===== src/rtl/key_decoder_pkg.sv =====
// -----------------------------------------------------------------------------
// key_decoder_pkg
//   Shared types and width helpers for the serial key decoder.
//   - key_state_t    : decoder FSM states
//   - bit_cnt_width  : width of the frame bit counter, $clog2(KEY_W+MODE_W+1)
//   - lock_cnt_width : width of the lockout timer, $clog2(LOCK_CYCLES+1)
// -----------------------------------------------------------------------------
package key_decoder_pkg;

  typedef enum logic [1:0] {
    IDLE   = 2'd0,
    RX     = 2'd1,
    ACTIVE = 2'd2,
    LOCKED = 2'd3
  } key_state_t;

  function automatic int bit_cnt_width(input int key_w, input int mode_w);
    return $clog2(key_w + mode_w + 1);
  endfunction

  function automatic int lock_cnt_width(input int lock_cycles);
    return $clog2(lock_cycles + 1);
  endfunction

  // Widths for the default configuration (KEY_W=4, MODE_W=1, LOCK_CYCLES=16).
  localparam int DEF_BIT_CNT_W  = bit_cnt_width(4, 1);
  localparam int DEF_LOCK_CNT_W = lock_cnt_width(16);

endpackage


===== src/rtl/key_lockout_timer.sv =====
// -----------------------------------------------------------------------------
// key_lockout_timer
//   Down-counter that measures the lockout interval. Only instantiated when
//   KEYDEC_LOCKOUT_EN is defined.
//   Ports:
//     Clk   - clock, rising edge
//     Reset - asynchronous, active-low reset
//     start - load the timer with LOCK_CYCLES
//     busy  - timer is running
//     done  - high during the last cycle of the interval (single cycle)
//   Timing: start sampled on edge E0 -> busy for cycles 1..LOCK_CYCLES, done
//   during cycle LOCK_CYCLES so the owner can leave lockout on edge E(LOCK_CYCLES).
// -----------------------------------------------------------------------------
module key_lockout_timer
  import key_decoder_pkg::*;
#(
  parameter int LOCK_CYCLES = 16
) (
  input  logic Clk,
  input  logic Reset,
  input  logic start,
  output logic busy,
  output logic done
);

  localparam int CW = lock_cnt_width(LOCK_CYCLES);

  logic [CW-1:0] cnt;

  always_ff @(posedge Clk or negedge Reset) begin
    if (!Reset) begin
      cnt <= '0;
    end else if (start) begin
      cnt <= CW'(LOCK_CYCLES);
    end else if (cnt != '0) begin
      cnt <= cnt - CW'(1);
    end
  end

  assign busy = (cnt != '0);
  assign done = (cnt == CW'(1));

endmodule


===== src/rtl/key_decoder_param.sv =====
// -----------------------------------------------------------------------------
// key_decoder_param
//   Serial key decoder. Shifts in a KEY_W-bit secret followed by MODE_W mode
//   bits (both MSB-first), one bit per ValidCmd. A correct frame raises Active
//   and holds Mode until Clear; a wrong frame pulses Error and bumps FailCnt.
//   Optional feature macro: KEYDEC_LOCKOUT_EN -- when defined, MAX_FAIL
//   consecutive failures enter a LOCKED state for LOCK_CYCLES cycles.
//   Ports:
//     Clk      - clock, rising edge
//     Reset    - asynchronous, active-low reset
//     ValidCmd - InputKey is valid this cycle
//     InputKey - serial key/mode bit
//     Clear    - abort current frame / deactivate
//     Active   - correct key received, held until Clear
//     Mode     - received mode field while Active, else 0
//     Error    - one-cycle pulse per failed frame
//     Locked   - lockout in progress (tied 0 without KEYDEC_LOCKOUT_EN)
//     FailCnt  - consecutive failed frames, saturating at MAX_FAIL
//   All outputs are registered.
// -----------------------------------------------------------------------------
module key_decoder_param
  import key_decoder_pkg::*;
#(
  parameter int               KEY_W       = 4,
  parameter logic [KEY_W-1:0] SECRET      = 4'b0101,
  parameter int               MODE_W      = 1,
  parameter int               MAX_FAIL    = 3,
  parameter int               LOCK_CYCLES = 16
) (
  input  logic                           Clk,
  input  logic                           Reset,
  input  logic                           ValidCmd,
  input  logic                           InputKey,
  input  logic                           Clear,
  output logic                           Active,
  output logic [MODE_W-1:0]              Mode,
  output logic                           Error,
  output logic                           Locked,
  output logic [$clog2(MAX_FAIL+1)-1:0]  FailCnt
);

  localparam int FRAME_W = KEY_W + MODE_W;
  localparam int CNT_W   = bit_cnt_width(KEY_W, MODE_W);
  localparam int FAIL_W  = $clog2(MAX_FAIL + 1);

  key_state_t          state;
  // Holds every received bit except the one arriving this cycle; the final
  // bit is taken straight from InputKey when the frame is evaluated.
  logic [FRAME_W-2:0]  shift;
  logic [CNT_W-1:0]    bit_cnt;

  logic [FRAME_W-1:0]  frame;
  logic                key_ok;
  logic                last_bit;
  logic                take_bit;
  logic [FAIL_W-1:0]   fail_next;
  logic                fail_limit;

  // NOTE: every signal driven here gets a value on every path, so no latch
  // can be inferred.
  always_comb begin
    frame      = {shift, InputKey};
    key_ok     = (frame[FRAME_W-1 -: KEY_W] == SECRET);
    last_bit   = (bit_cnt == CNT_W'(FRAME_W - 1));
    take_bit   = ValidCmd && !Clear;
    fail_next  = (FailCnt == FAIL_W'(MAX_FAIL)) ? FailCnt : FailCnt + FAIL_W'(1);
    fail_limit = (fail_next == FAIL_W'(MAX_FAIL));
  end

`ifdef KEYDEC_LOCKOUT_EN
  logic lock_start;
  logic lock_busy;
  logic lock_done;

  // Timer is armed on the same edge that records the MAX_FAIL-th failure.
  assign lock_start = (state == RX) && take_bit && last_bit && !key_ok && fail_limit;

  key_lockout_timer #(
    .LOCK_CYCLES (LOCK_CYCLES)
  ) u_lock_timer (
    .Clk   (Clk),
    .Reset (Reset),
    .start (lock_start),
    .busy  (lock_busy),
    .done  (lock_done)
  );
`else
  assign Locked = 1'b0;
`endif

  // NOTE: sequential state uses non-blocking assignments so every register
  // samples the pre-edge values, independent of statement order.
  always_ff @(posedge Clk or negedge Reset) begin
    if (!Reset) begin
      state   <= IDLE;
      shift   <= '0;
      bit_cnt <= '0;
      Active  <= 1'b0;
      Mode    <= '0;
      Error   <= 1'b0;
      FailCnt <= '0;
`ifdef KEYDEC_LOCKOUT_EN
      Locked  <= 1'b0;
`endif
    end else begin
      Error <= 1'b0;  // single-cycle pulse unless a frame fails this edge

      case (state)
        IDLE: begin
          // Clear has priority, so a simultaneous bit is discarded.
          if (take_bit) begin
            shift   <= frame[FRAME_W-2:0];
            bit_cnt <= CNT_W'(1);
            state   <= RX;
          end
        end

        RX: begin
          if (Clear) begin
            // Abort: frame discarded silently, failure history kept.
            bit_cnt <= '0;
            state   <= IDLE;
          end else if (ValidCmd) begin
            shift <= frame[FRAME_W-2:0];
            if (last_bit) begin
              // Evaluated only after the mode bits too, so frame length
              // never depends on where the key went wrong.
              bit_cnt <= '0;
              if (key_ok) begin
                state   <= ACTIVE;
                Active  <= 1'b1;
                Mode    <= frame[MODE_W-1:0];
                FailCnt <= '0;
              end else begin
                Error   <= 1'b1;
                FailCnt <= fail_next;
`ifdef KEYDEC_LOCKOUT_EN
                if (fail_limit) begin
                  state  <= LOCKED;
                  Locked <= 1'b1;
                end else begin
                  state  <= IDLE;
                end
`else
                state   <= IDLE;
`endif
              end
            end else begin
              bit_cnt <= bit_cnt + CNT_W'(1);
            end
          end
        end

        ACTIVE: begin
          if (Clear) begin
            Active <= 1'b0;
            Mode   <= '0;
            state  <= IDLE;
          end
        end

        LOCKED: begin
`ifdef KEYDEC_LOCKOUT_EN
          // ValidCmd and Clear are ignored; leave only when the timer expires.
          // The !lock_busy term recovers if the timer was ever found idle here.
          if (lock_done || !lock_busy) begin
            Locked  <= 1'b0;
            FailCnt <= '0;
            state   <= IDLE;
          end
`else
          state <= IDLE;
`endif
        end

        default: state <= IDLE;
      endcase
    end
  end

endmodule


===== config.mk =====
export PLATFORM = sky130hd
export DESIGN_NAME = key_decoder_param
export DESIGN_NICKNAME = d
export VERILOG_FILES = /design/src/rtl/key_decoder_pkg.sv /design/src/rtl/key_lockout_timer.sv /design/src/rtl/key_decoder_param.sv
export SDC_FILE = /design/constraint.sdc
export NUM_CORES = 1
export LEC_CHECK = 0
export BUFFER_PORTS_ARGS = -buffer_cell sky130_fd_sc_hd__buf_2
export CORE_MARGIN = 4
export CORE_UTILIZATION = 50
export DETAILED_ROUTE_END_ITERATION = 12
export GPL_TIMING_DRIVEN = 1
export PLACE_DENSITY = 0.8
export SLEW_MARGIN = 10
export SYNTH_ARGS = -nofsm -noshare
export SYNTH_HDL_FRONTEND = slang
export SYNTH_HIERARCHICAL = 1
export SYNTH_SLANG_ARGS = --single-unit

===== constraint.sdc =====
create_clock -name Clk -period 3.65 [get_ports Clk]
set_input_delay 0.1825 -clock Clk [delete_from_list [all_inputs] [get_ports Clk]]
set_output_delay 0.1825 -clock Clk [all_outputs]
set_load 0.05 [all_outputs]

==> flow_summary.ini, run 1 <==
[sta]
maxSlewViolCount = 0
setup_viol = 0
fin_crit_sh_pct = 43.30
rsz0062_at_grt = false
layout_min_cycle_time_ns = 1.580
final_hold_viol_count = 0
fmax_mhz = 632.8
clock_skew_ns = 0.0008706
fin_tns_setup_ns = 0

[grt]
grt_pass1_wl_microns = 2159
antenna_found_initial = 0
overflow = 0
grt_max_degree = 15
grt_pass1_vias = 512
grt_util_all_layers_pct = 14.65

[clock_network]
path_clk_slew_ns = 0.08
h-tree-depth = 1
cts_resized = 0
holdBufCountCts = 1
numCtsBuffers = 3
cts_max_path_buffers = 2
insertion_delay_ns = 0.27
post-cts-setup-buffers = 0
cts.sinks = 14
cts_root_buffer = clkbuf_4
cts_tree = built

[synth]
async_flop_share_pct = 100.0
postSynthAreaPerCell_sq_um = 11.49
synth-compound-area-share_pct = 10.56
synth_top_family_by_area = simple AND/OR/NAND/NOR gates
ys_warn_count = 6
ys.flop_type = dfrtp_1
mappedNetlistNets = 74
syn_area_sq_um = 758.2
yosys.area_share.simple_pct = 20.96
synthCells = 66
synth_edf_count = 0
ys_seq_area_share_pct = 46.20
ys_ff_latch = 14
synth_xor_area_share_pct = 0
synth-adder-area-share_pct = 4.950
synth_cell_type_count = 34
muxShareOfSynthArea_pct = 10.23

[setup_path]
cp_slowest_cell = dfrtp_1
rr_startpoint = bit_cnt[0]
cp-end-kind = flip-flop
rr_endpoint = FailCnt[0]
critPathRequiredTime_ns = 3.81
cp.arrival_ns = 1.74
start_kind = flip-flop
path_class = flip-flop to flip-flop
critical_path.max_fanout = 6
r2r_slack_ns = 2.07
slowest_delay_ns = 0.42
crit_chain = inv_1, ha_1, nand4b_2, a211o_1, mux2_2
worst_r2r_path_depth = 5

[placement]
portBuffers = 9
place_congestion = 0.7581
dp_hpwl_microns = 999
place_area_sq_um = 787.0

[die]
dieArea_sq_um = 2203
start_util_pct = 55.49
rows = 13
ioPinCount = 11
die_h_microns = 46.94
core_area_sq_um = 1366
die-width_microns = 46.94

[cells_and_area]
stdcell_area_sq_um = 819.5
n_antenna_cell = 0
drive_gt1_share_pct = 29.33
post-route-util_pct = 59.98
nets = 85
synthToLayoutAreaGrowth_pct = 8.086

[flow_run]
drv_cap = 0

[min_path]
whs_path_depth = 2
min_to = shift[0]
hold_path_class = input port to flip-flop
hp-start = InputKey

[detailed_routing]
ant_nets = 0
wl_per_cell_microns = 14.60
drc = 0
routed_wirelength_microns = 1314
drt_iter0_markers = 11
vias = 532
dr.pass1.iters = 4
via_per_inst = 5.911

[power]
p_per_area_nw_per_um2 = 429.7
ir_worst_vdd_mv = 0.2276
p_leak_nw = 0.4000

[run_status]
outcome = finished, final reports clean
## registers in the layout, summed over array words and instances, names as in the netlist
signal   count
Active       1
Error        1
FailCnt      2
Mode         1
bit_cnt      3
shift        4
state        2
## cell usage in the layout (no fill, tap or decap), types with 2 or more instances in the layout
cell type	count
ha_1	3
clkbuf_4	3
mux2_2	6
inv_1	4
nor2_1	2
nand2_1	3
nand3_1	3
dfrtp_1	14
nor3_1	3
buf_2	9
a211o_1	2
## worst max-delay path: cells and delay by family, from the launching register on
family / cells / cell delay [ns]
buffers and inverters: 1 / 0.07
and+or+nand+nor: 1 / 0.19
DFF: 1 / 0.42
AOI/OAI and AO/OA: 1 / 0.28
muxes: 1 / 0.27
adders and majority gates: 1 / 0.25
## cells by family after synthesis
group / after synthesis
adder cells (fa/ha/maj): 3
other: 1
AO/OA/AOI/OAI: 10
flip-flops: 14
buffers and inverters: 8
multiplexers: 7
AND/OR/NAND/NOR: 23
## through the flow
stage | hold slack [ns] | worst slack (ns) | power (W) | cells
floorplan | -0.1131 | 2.163 | 0.0002523 | 66
global placement | 0.08515 | 2.155 | 0.0002648 | 86
detailed placement | 0.08898 | 2.088 | 0.0002704 | 86
CTS | 0.1438 | 2.070 | 0.0003570 | 90
global route | 0.1635 | 1.972 | 0.0003721 | 90
finish | 0.1500 | 2.070 | 0.0003521 | 90
## cell usage after synthesis, types with 2 or more instances
cell type,instances,area share [%]
dfrtp_1,14,46
mux2_2,6,8.9
inv_1,4,2.0
ha_1,3,5.0
nand2_1,3,1.5
nand3_1,3,2.0
nor3_1,3,2.0
a211o_1,2,2.3
buf_6,2,3.0
nor2_1,2,0.99
## power by group
part | switching [W] | internal (W)
Combinational | 0.0000390 | 0.0000350
Clock | 0.0000468 | 0.0000382
Sequential | 0.0000180 | 0.000175
Total | 0.000104 | 0.000248
## how the worst max path moves through the flow
stage                     startpoint    endpoint  slack (ns)  depth (start not counted)
final                     bit_cnt[0]  FailCnt[0]        2.07                          5
after global placement    bit_cnt[0]  FailCnt[0]        2.15                          5
after global routing      bit_cnt[0]  FailCnt[0]        1.97                          5
after CTS                 bit_cnt[0]  FailCnt[0]        2.07                          5
after detailed placement  bit_cnt[0]  FailCnt[0]        2.09                          5
after floorplan           FailCnt[0]  FailCnt[0]        2.16                          3
## layer usage
layer	part of all wire (%)	wire, microns	track usage, %	vias to the layer above
li1	-	-	-	260
met1	43	564	15.99	256
met2	50	660	24.12	12
met3	4.4	58	4.598	4
met4	2.4	31	9.945	0
met5	0	0	0	-
## cell type report
type | count | area (sq um)
Multi-Input combinational cell | 44 | 357.8
Sequential cell | 14 | 350.3
Timing Repair Buffer | 10 | 55.05
Fill cell | 126 | 546.8
Clock buffer | 3 | 22.52
Tap cell | 15 | 18.77
Inverter | 4 | 15.01
Power figures use the tool's default switching activity.
==> inputs of run 2 (changes only) <==
Clock period 3.65 ns to 1.65 ns, I/O delays scaled along.
==> run 2 against run 1 <==
Effect of this change:
- hold slack worse by 0.085 ns
- power is 140% higher
- sequential power is 120% higher
- via count is 0.19% higher
- utilization is 1.7 points higher
- setup slack worse by 2.0 ns
- clock power grew to 2.9 times the previous value
- count of clock-buffer cells in the layout is 1 higher
- fmax is 2.9% higher
- clock skew is 0.0069 ns higher
- critical path type unchanged
- critical endpoint unchanged
- largest cell class unchanged
- largest power group unchanged
- highest routed layer unchanged
==> flow_summary.ini, run 2 (synthesis results as in run 1) <==
[run_status]
outcome = finished, final reports clean

[grt]
grt_util_all_layers_pct = 14.61
grt_max_degree = 15
top_usage_layer = met2
gr-usage-met2_pct = 22.22
grt_pass1_wl_microns = 2228
overflow = 0
antenna_found_initial = 0
grt_pass1_vias = 516
met3_usage_pct = 4.598
grt_use_met1_pct = 18.01

[setup_path]
slowest_delay_ns = 0.41
r2r_slack_ns = 0.11
critical_path.max_fanout = 6
start_kind = flip-flop
crit_chain = inv_1, ha_2, nand4b_2, a211o_1, mux2_2
rr_startpoint = bit_cnt[0]
cp.arrival_ns = 1.70
worst_r2r_path_depth = 5
cp-end-kind = flip-flop
cp_slowest_cell = dfrtp_1
rr_endpoint = FailCnt[0]
path_class = flip-flop to flip-flop
critPathRequiredTime_ns = 1.82

[sta]
clock_skew_ns = 0.007726
setup_viol = 0
rsz0062_at_grt = false
fin_tns_setup_ns = 0
final_hold_viol_count = 0
fin_crit_sh_pct = 93.11
layout_min_cycle_time_ns = 1.536
maxSlewViolCount = 0
fmax_mhz = 650.9
worst_slack_ns = 0.1137

[cells_and_area]
final_cells = 92
drive_gt1_share_pct = 32.47
synthToLayoutAreaGrowth_pct = 11.22
nFillCells = 110
largest_reg_flops = 4
largest_register = shift
n_antenna_cell = 0
final_cell_mix = dfrtp_1 (14), buf_2 (9), mux2_2 (6)
stdcell_area_sq_um = 843.3
nets = 86
top_regs = shift (4), bit_cnt (3)
final_common_cell = dfrtp_1

[detailed_routing]
dr.pass1.iters = 3
drc = 0
vias = 533
via_per_inst = 5.793
ant_nets = 0
drt_iter0_markers = 4
wl_per_cell_microns = 13.97
routed_wirelength_microns = 1285

[power]
intPower_w = 0.0006004
power_frac_comb_pct = 19.8
p_switching_w = 0.0002381
p_leak_nw = 0.4114
p_per_area_nw_per_um2 = 994.3
clock_power_share_pct = 29.4
swShare_pct = 28.40
ir_worst_vdd_mv = 0.6048
seqPwrFrac_pct = 50.8

[clock_network]
h-tree-depth = 1
cts_max_path_buffers = 2
cts.sinks = 14
insertion_delay_ns = 0.28
path_clk_slew_ns = 0.09
numCtsBuffers = 3
cts_root_buffer = clkbuf_4
cts_tree = built

[placement]
place_congestion = 0.7859
place_area_sq_um = 794.5
portBuffers = 9
dpl.cell_count = 87
dpl_worst_slack_ns = 0.09963
dp_hpwl_microns = 1013

[min_path]
whs_path_depth = 2
hold_path_class = input port to flip-flop
min_to = state[0]
hp-start = Clear

[die]
die_h_microns = 46.94
core_area_sq_um = 1366
dieArea_sq_um = 2203
rows = 13
ioPinCount = 11
start_util_pct = 55.49
die-width_microns = 46.94

[flow_run]
drv_cap = 0
run 2: repair_timing:
| action | in CTS | in global routing |
|---|---|---|
| resized for setup | 0 | 1 |
| hold buffers | 1 | 0 |
| hold endpoints to repair | 14 | 0 |
| setup buffers | 0 | 0 |
| endpoints found under the setup margin | 0 | 1 |
run 2: final cells by class:
type | instances | area [sq um] | share of cell area (%)
Inverter | 4 | 15.01 | 1.780
Sequential cell | 14 | 350.3 | 41.54
Tap cell | 15 | 18.77 | 2.226
Timing Repair Buffer | 11 | 62.56 | 7.418
Multi-Input combinational cell | 44 | 360.3 | 42.73
Clock buffer | 4 | 36.28 | 4.303
run 2: worst max path at each step:
stage / endpoint / start / depth (start not counted)
5_1_grt: FailCnt[0] / bit_cnt[0] / 5
3_5_place_dp: FailCnt[0] / bit_cnt[0] / 5
2_1_floorplan: FailCnt[0] / FailCnt[0] / 3
3_3_place_gp: FailCnt[0] / bit_cnt[0] / 5
4_1_cts: FailCnt[0] / bit_cnt[0] / 5
6_report: FailCnt[0] / bit_cnt[0] / 5
run 2: through the flow:
stage / util (%) / hold slack (ns) / total power (W)
2_1_floorplan: - / -0.2131 / 0.0005581
3_3_place_gp: 58.15 / -0.01399 / 0.0005858
3_5_place_dp: 58.15 / -0.01222 / 0.0005968
4_1_cts: 61.54 / 0.06014 / 0.0008420
5_1_grt: 61.72 / 0.08066 / 0.0008805
6_report: 61.72 / 0.06545 / 0.0008385
run 2: metal layers:
layer / up-vias / part of all wire [%]
met4: 0 / 0.70
met2: 11 / 51
li1: 267 / -
met1: 253 / 44
met3: 2 / 4.7
met5: - / 0
run 2: power by group through the flow:
stage / clock (W) / combinational, W / sequential (W)
final: 0.000247 / 0.000166 / 0.000426
after global routing: 0.000261 / 0.000186 / 0.000434
after CTS: 0.000250 / 0.000166 / 0.000426
after detailed placement: 0 / 0.000164 / 0.000433
after global placement: 0 / 0.000158 / 0.000428
after floorplan: 0 / 0.000116 / 0.000442
run 2: critical path: cells and delay by family, from the launching register on:
family	cells	cell delay (ns)
buffers and inverters	1	0.08
flip-flops	1	0.41
adder cells (fa/ha/maj)	1	0.22
AO/OA/AOI/OAI	1	0.28
multiplexers	1	0.26
AND/OR/NAND/NOR	1	0.17
==> inputs of run 3 (changes only) <==
Clock period 1.65 ns to 1.6 ns, I/O delays scaled along.
==> run 3 against run 2 <==
Effect of this change:
- sequential share of layout area rose by 0.44 points
- cell area fell by 1.0%
- setup slack got worse by 0.010 ns
- clock power fell by 25%
- combinational power rose by 8%
- global-route usage rose by 0.69 points
- via count rose by 5.3%
- register-to-register slack barely moved
- hold slack got worse by 0.0050 ns
- critical path type unchanged
- largest power group unchanged
==> flow_summary.ini, run 3 (synthesis results as in run 1) <==
[run_status]
outcome = finished, final reports clean

[die]
rows = 13
dieArea_sq_um = 2203
ioPinCount = 11
die_h_microns = 46.94
die-width_microns = 46.94
start_util_pct = 55.49
core_area_sq_um = 1366

[grt]
grt_util_all_layers_pct = 15.31
antenna_found_initial = 0
grt_pass1_wl_microns = 2373
grt_pass1_vias = 546
grt_max_degree = 15
overflow = 0

[setup_path]
path_buf_inv = 1
cp_slowest_cell = dfrtp_1
crit_cells = 5
crit_start = bit_cnt[0]
worst_r2r_path_depth = 5
crit_chain = inv_1, ha_1, nand4b_2, a211o_1, mux2_2
critical_path.max_fanout = 6
cp_top_family = flip-flops
rr_startpoint = bit_cnt[0]
slowest_delay_ns = 0.41
cp-end-kind = flip-flop
start_kind = flip-flop
crit_end = FailCnt[0]
r2r_slack_ns = 0.10
rr_endpoint = FailCnt[0]
cp.arrival_ns = 1.66
critPathRequiredTime_ns = 1.76
path_class = flip-flop to flip-flop

[sta]
timing.hold.ws_ns = 0.06048
fin_tns_setup_ns = 0
maxSlewViolCount = 0
fin_crit_sh_pct = 93.52
setup_viol = 0
rsz0062_at_grt = false
final_hold_viol_count = 0
clock_skew_ns = 0.008500
fmax_mhz = 668.3
worst_slack_ns = 0.1036
layout_min_cycle_time_ns = 1.496

[clock_network]
cts_max_path_buffers = 2
cts_resized = 0
h-tree-depth = 1
numCtsBuffers = 3
cts_root_buffer = clkbuf_4
cts.sinks = 14
path_clk_slew_ns = 0.08
insertion_delay_ns = 0.27
cts_tree = built

[cells_and_area]
n_antenna_cell = 0
drive_gt1_share_pct = 31.17
synthToLayoutAreaGrowth_pct = 10.07
top_regs = shift (4), bit_cnt (3)
nets = 87
final_common_cell = dfrtp_1
largest_reg_flops = 4
post-route-util_pct = 61.08
final_cell_mix = dfrtp_1 (14), buf_2 (9), mux2_2 (6)
nFillCells = 110
largest_register = shift

[placement]
dpl_worst_slack_ns = 0.1043
place_congestion = 0.7919
dp_hpwl_microns = 1080
portBuffers = 9

[flow_run]
drv_cap = 0

[detailed_routing]
drt_iter0_markers = 15
via_per_inst = 6.098
drc = 0
dr.pass1.iters = 4
wl_per_cell_microns = 14.80
vias = 561
ant_nets = 0
routed_wirelength_microns = 1362

[min_path]
hp-start = InputKey
whs_path_depth = 2
hold_path_class = input port to flip-flop

[power]
seqPwrFrac_pct = 54.7
p_per_area_nw_per_um2 = 963.7
power_frac_comb_pct = 22.4
swShare_pct = 28.85
ir_worst_vdd_mv = 0.6022
p_leak_nw = 0.4106
clock_power_share_pct = 23.0
intPower_w = 0.0005722
p_switching_w = 0.0002320
p_total_w = 0.0008043
## run 3: area by class of cell
type	instances	area (sq um)	area share, %
repair buffers	12	70.07	8.396
clock buffers	3	22.52	2.699
multi-input cells	44	357.8	42.88
flip-flops and latches	14	350.3	41.98
well taps	15	18.77	2.249
inverters	4	15.01	1.799
## run 3: worst min-delay path by stage
stage | to | slack, ns
5_1_grt | shift[0] | 0.07
6_report | shift[0] | 0.06
4_1_cts | shift[0] | 0.05
2_1_floorplan | Active | -0.22
3_3_place_gp | Error | -0.01
3_5_place_dp | Error | -0.01
## run 3: timing repair
action	CTS	global route
buffers inserted	0	0
hold endpoints to repair	14	0
hold buffers	1	0
## run 3: stage by stage
step | cells | instance area, sq um
after floorplan | 66 | 758.2
after global placement | 88 | 802.0
after detailed placement | 88 | 802.0
after CTS | 92 | 834.6
after global routing | 92 | 834.6
final | 92 | 834.6
## run 3: power by group through the flow
stage / logic [W] / clock network [W] / registers (W)
after CTS: 0.000181 / 0.000194 / 0.000439
after global routing: 0.000198 / 0.000207 / 0.000447
final: 0.000180 / 0.000185 / 0.000440
after detailed placement: 0.000178 / 0 / 0.000446
after global placement: 0.000172 / 0 / 0.000441
after floorplan: 0.000120 / 0 / 0.000455
## run 3: per-layer routing
layer	share of wire, %	vias up	wire length, microns	global-route usage, %
met4	1.0	0	14	3.867
li1	-	266	-	-
met1	40	271	541	16.55
met2	52	22	710	27.64
met5	0	-	0	0
met3	7.0	2	96	6.130
